--- src/rtl/key_pkg.sv ---
// Shared definitions for the key debounce block: per-channel FSM state
// encoding and the default debounce interval.
package key_pkg;

  typedef enum logic [1:0] {
    KS_IDLE        = 2'd0,
    KS_PRESS_CHK   = 2'd1,
    KS_HELD        = 2'd2,
    KS_RELEASE_CHK = 2'd3
  } key_state_e;

  // 20 ms at 50 MHz
  localparam int DEFAULT_DEBOUNCE_CYCLES = 1000000;

endpackage

--- src/rtl/key_debounce_ch.sv ---
// One key channel: 2-flop synchroniser, stability counter and debounce FSM.
// Input is already normalised so that 1 means pressed.
module key_debounce_ch
  import key_pkg::*;
#(
  parameter int DEBOUNCE_CYCLES = DEFAULT_DEBOUNCE_CYCLES
) (
  input  logic clk,
  input  logic reset,
  input  logic key_in,
  output logic key_level,
  output logic key_press,
  output logic key_release
);

  localparam int CW = $clog2(DEBOUNCE_CYCLES + 1);
  localparam logic [CW-1:0] CNT_ZERO = {CW{1'b0}};
  localparam logic [CW-1:0] CNT_ONE  = {{(CW-1){1'b0}}, 1'b1};
  localparam logic [CW-1:0] CNT_LAST = CW'(DEBOUNCE_CYCLES - 1);

  logic [1:0]    sync_r;
  logic          synced_s;
  key_state_e    state_r, state_s;
  logic [CW-1:0] cnt_r, cnt_s;
  logic          level_r, level_s;
  logic          press_r, press_s;
  logic          release_r, release_s;

  assign synced_s = sync_r[1];

  // Two-flop synchroniser for the asynchronous pad level.
  always_ff @(posedge clk or negedge reset) begin
    if (!reset) begin
      sync_r <= 2'b00;
    end else begin
      sync_r <= {sync_r[0], key_in};
    end
  end

  // FSM, counter and registered outputs.
  always_ff @(posedge clk or negedge reset) begin
    if (!reset) begin
      state_r   <= KS_IDLE;
      cnt_r     <= CNT_ZERO;
      level_r   <= 1'b0;
      press_r   <= 1'b0;
      release_r <= 1'b0;
    end else begin
      state_r   <= state_s;
      cnt_r     <= cnt_s;
      level_r   <= level_s;
      press_r   <= press_s;
      release_r <= release_s;
    end
  end

  // Next-state: any opposite sample during a check restarts it; pulses
  // default low so they last exactly one cycle.
  always_comb begin
    state_s   = state_r;
    cnt_s     = cnt_r;
    level_s   = level_r;
    press_s   = 1'b0;
    release_s = 1'b0;
    case (state_r)
      KS_IDLE: begin
        if (synced_s) begin
          state_s = KS_PRESS_CHK;
          cnt_s   = CNT_ONE;
        end else begin
          cnt_s   = CNT_ZERO;
        end
      end
      KS_PRESS_CHK: begin
        if (!synced_s) begin
          state_s = KS_IDLE;
          cnt_s   = CNT_ZERO;
        end else if (cnt_r == CNT_LAST) begin
          state_s = KS_HELD;
          cnt_s   = CNT_ZERO;
          level_s = 1'b1;
          press_s = 1'b1;
        end else begin
          cnt_s   = cnt_r + CNT_ONE;
        end
      end
      KS_HELD: begin
        if (!synced_s) begin
          state_s = KS_RELEASE_CHK;
          cnt_s   = CNT_ONE;
        end else begin
          state_s = KS_HELD;
        end
      end
      KS_RELEASE_CHK: begin
        if (synced_s) begin
          state_s = KS_HELD;
          cnt_s   = CNT_ZERO;
        end else if (cnt_r == CNT_LAST) begin
          state_s   = KS_IDLE;
          cnt_s     = CNT_ZERO;
          level_s   = 1'b0;
          release_s = 1'b1;
        end else begin
          cnt_s     = cnt_r + CNT_ONE;
        end
      end
      default: begin
        state_s = KS_IDLE;
        cnt_s   = CNT_ZERO;
        level_s = 1'b0;
      end
    endcase
  end

  assign key_level   = level_r;
  assign key_press   = press_r;
  assign key_release = release_r;

endmodule

--- src/rtl/key_debounce.sv ---
// Multi-key debouncer: normalises pad polarity to 1 = pressed and runs one
// independent debounce channel per key.
module key_debounce
  import key_pkg::*;
#(
  parameter int NUM_KEYS        = 2,
  parameter int DEBOUNCE_CYCLES = DEFAULT_DEBOUNCE_CYCLES,
  parameter bit KEY_ACTIVE_LOW  = 1'b1
) (
  input  logic                clk,
  input  logic                reset,
  input  logic [NUM_KEYS-1:0] key_in,
  output logic [NUM_KEYS-1:0] key_level,
  output logic [NUM_KEYS-1:0] key_press,
  output logic [NUM_KEYS-1:0] key_release
);

  localparam logic [NUM_KEYS-1:0] POLARITY = {NUM_KEYS{KEY_ACTIVE_LOW}};

  logic [NUM_KEYS-1:0] key_norm_s;

  assign key_norm_s = key_in ^ POLARITY;

  for (genvar g = 0; g < NUM_KEYS; g++) begin : g_ch
    key_debounce_ch #(
      .DEBOUNCE_CYCLES(DEBOUNCE_CYCLES)
    ) u_ch (
      .clk        (clk),
      .reset      (reset),
      .key_in     (key_norm_s[g]),
      .key_level  (key_level[g]),
      .key_press  (key_press[g]),
      .key_release(key_release[g])
    );
  end

endmodule

--- config.mk ---
export PLATFORM = sky130hd
export DESIGN_NAME = key_debounce
export DESIGN_NICKNAME = d
export VERILOG_FILES = /design/src/rtl/key_pkg.sv /design/src/rtl/key_debounce_ch.sv /design/src/rtl/key_debounce.sv
export SDC_FILE = /design/constraint.sdc
export NUM_CORES = 1
export LEC_CHECK = 0
export CELL_PAD_IN_SITES_DETAIL_PLACEMENT = 0
export CELL_PAD_IN_SITES_GLOBAL_PLACEMENT = 2
export CORE_ASPECT_RATIO = 1.5
export CORE_MARGIN = 2
export CORE_UTILIZATION = 42
export CTS_CLUSTER_DIAMETER = 150
export DETAILED_ROUTE_END_ITERATION = 8
export PLACE_DENSITY_LB_ADDON = 0.1
export SLEW_MARGIN = 20
export SYNTH_ARGS = -nofsm -noshare
export SYNTH_HDL_FRONTEND = slang
export SYNTH_HIERARCHICAL = 1
export SYNTH_SLANG_ARGS = --single-unit
--- constraint.sdc ---
create_clock -name clk -period 3.6 [get_ports clk]
set_input_delay 0.72 -clock clk [delete_from_list [all_inputs] [get_ports clk]]
set_output_delay 0.72 -clock clk [all_outputs]
set_load 0.1 [all_outputs]
==> out/qor.csv <==
metric,value,unit
Antenna Violating Nets Remaining,0,
largest net degree at the start of global routing,30,
Synth area leader,dfrtp_1,
FILL cells,705,
"count leader, synth",dfrtp_1,
minimum clock period,2.57,ns
unrepaired setup endpoints after global routing,no,
WP data required,2.88,ns
post-place setup slack,1.21,ns
antenna violations before repair,0,
Setup TNS,0,ns
clock slew at reported path FFs,0.11,ns
CP top delay family,buffers and inverters,
Worst-Skew Late Latency,0.31,ns
Main synth FF type,dfrtp_1,
Slew HR,35.2,%
number of enable flip-flop cells after synthesis,0,
WP data arrival,1.85,ns
Max Cap Viol,0,
Final Hold Fails,0,
CTS H-tree depth,2,
top cell type's share of synthesized area,44.6,%
Worst Hold Class,reg2reg,
nets,338,
CTS Sinks,54,
die height,108,µm
crit path cell chain,clkdlybuf4s50_1,
register area share after synthesis,44.6,%
P&R area growth vs syn,7.02,%
vias per cell,5.89,
synthesized area,0.00303,mm²
Initial Utilization,43.6,%
Cell Pwr Density,318,mW/mm²
Max Fclk,389,MHz
Antenna Cells,0,
leakage power,1.30,nW
Port Buffers,9,
WP buf/inv,1,
die width,73.4,µm
endpoint class of the critical path,output port,
syn nets,334,
clock buffer count from CTS,5,
YS warnings,6,
Crit Path Max Fanout,3,
status,finished clean,
VDD IR max,0.157,mV
routed vias,2421,
first-pass GRT wire length,12100,µm
post-CTS sizing,0,
Yosys reg bits,54,
Core Rows,37,
vias in the first global route,2426,
Worst setup SP type,register,
full die area,0.00792,mm²
Final Wtd Congestion,0.742,
clk_skew,0.0101,ns
CP Class,reg2out,
Setup-failing EPs final,0,
"Slew Viols, Final",0,
global-route usage over all layers,19.6,%
HPWL Detailed,5100,µm
share of layout cells above drive strength 1,9.31,%
slowest CP cell,clkdlybuf4s50_1,
CP peak stage delay,1.14,ns
core area,0.00694,mm²
hold_buf cts,0,
# Post-CTS Setup Buffers,0,
IO Pins,10,
CTS root buffer,clkbuf_8,
Mapped Avg Cell Area,9.24,µm²
most area-consuming cells after synthesis,"dfrtp_1, nand2_1, nand3_1",
drt first pass iters,4,
Initial DRC Count,127,
post-synth cell types,59,
TritonCTS clock tree,built,
maximum clock insertion buffer count,2,
period utilization,71.4,%
GRT overflow,0,
routed length per instance,17.1,µm
synthesized netlist cell count,328,
async set or reset register ratio after synthesis,100,%
Slew @ Worst Pin,0.969,ns
worst setup margin,1.03,ns
Routed Wire Length,7050,µm
number of remaining DRC errors,0,
synth cell count leaders,"dfrtp_1, nand2_1, nand3_1",
## through the flow
| step | power (W) | hold slack, ns | cell area, µm² | instances | util [%] |
|---|---|---|---|---|---|
| finish | 0.00103 | 0.359 | 3240 | 411 | 46.7 |
| floorplan | 0.000663 | 0.331 | 3030 | 328 | - |
| CTS | 0.00105 | 0.359 | 3230 | 411 | 46.6 |
| detailed placement | 0.000687 | 0.335 | 3140 | 403 | 45.2 |
| global route | 0.00108 | 0.378 | 3240 | 411 | 46.7 |
| global placement | 0.000687 | 0.335 | 3140 | 403 | 45.2 |
## cell usage in the layout (no fill, tap or decap), drive strengths merged, types with 3 or more instances in the layout
cell type and n:
buf 3, nor2 20, and2 6, or3 11
o21ai 23, nand3 23, nor3b 4, clkbuf 5
a21oi 20, and4 4, nand2 33, nor3 10
dfrtp 54, or4b 3, or4 6, nand4 21
xor2 4, inv 17, nand3b 3, a21o 5
nor4 3, nand2b 4, clkdlybuf4s50 8, mux2i 6
a31oi 5
## state kept, by name, summed over array words and instances (netlist names), named ones only
name and flops:
g_ch.u_ch/key_press 2, g_ch.u_ch/cnt_r 40, g_ch.u_ch/key_release 2, g_ch.u_ch/state_r 2
g_ch.u_ch/sync_r 4, g_ch.u_ch/key_level 2
## where the power goes
group	switching [W]	internal, W	leakage, nW
clock	0.000217	0.000140	0.0408
combinational	0.0000358	0.0000171	0.520
sequential	0.00000865	0.000612	0.736
total	0.000261	0.000769	1.30
## cells by family after synthesis
family                   Yosys count  synth area share, %
AO/OA/AOI/OAI                     69                 14.6
multiplexers                       7                 2.35
XOR/XNOR                           6                 1.73
AND/OR/NAND/NOR                  160                 31.1
adder cells (fa/ha/maj)            2                0.826
flip-flops                        54                 44.6
buffers and inverters             30                 4.83
## final timing paths
path,start,endpoint,slack (ns),cells past startpoint
min reg2reg,g_ch[1].u_ch/sync_r[0],g_ch[1].u_ch/sync_r[1],0.36,0
max,g_ch[1].u_ch/key_level,key_level[1],1.03,1
max in group asynchronous,reset,g_ch[1].u_ch/cnt_r[16],2.38,2
min in group asynchronous,reset,g_ch[0].u_ch/cnt_r[14],0.40,1
min,g_ch[1].u_ch/sync_r[0],g_ch[1].u_ch/sync_r[1],0.36,0
max reg2reg,g_ch[1].u_ch/cnt_r[13],g_ch[1].u_ch/cnt_r[18],1.33,5
## final cells by class
cell class	count	area [µm²]	area share (%)
multi-input cells	244	1540	47.5
flip-flops and latches	54	1350	41.7
repair buffers	11	100	3.09
well taps	78	97.6	3.01
clock buffers	5	68.8	2.12
inverters	16	60.1	1.85
clock inverters	3	23.8	0.733
## worst register-to-register path, stage by stage (launching register included)
cell and delay, ns:
dfrtp_1 0.45, or4_4 0.57, nor4_4 0.41, a31oi_4 0.33, a21o_1 0.25, a21o_1 0.16
## metal layers
metal  global-route usage [%]  up-vias  share of wire [%]
met3                     2.80       11                1.4
li1                         -     1216                  -
met1                     22.4     1176                 42
met5                        0        -                  0
met2                     36.4       18                 55
met4                     6.36        0                1.9
No activity file was read; power rests on OpenSTA's default activity.
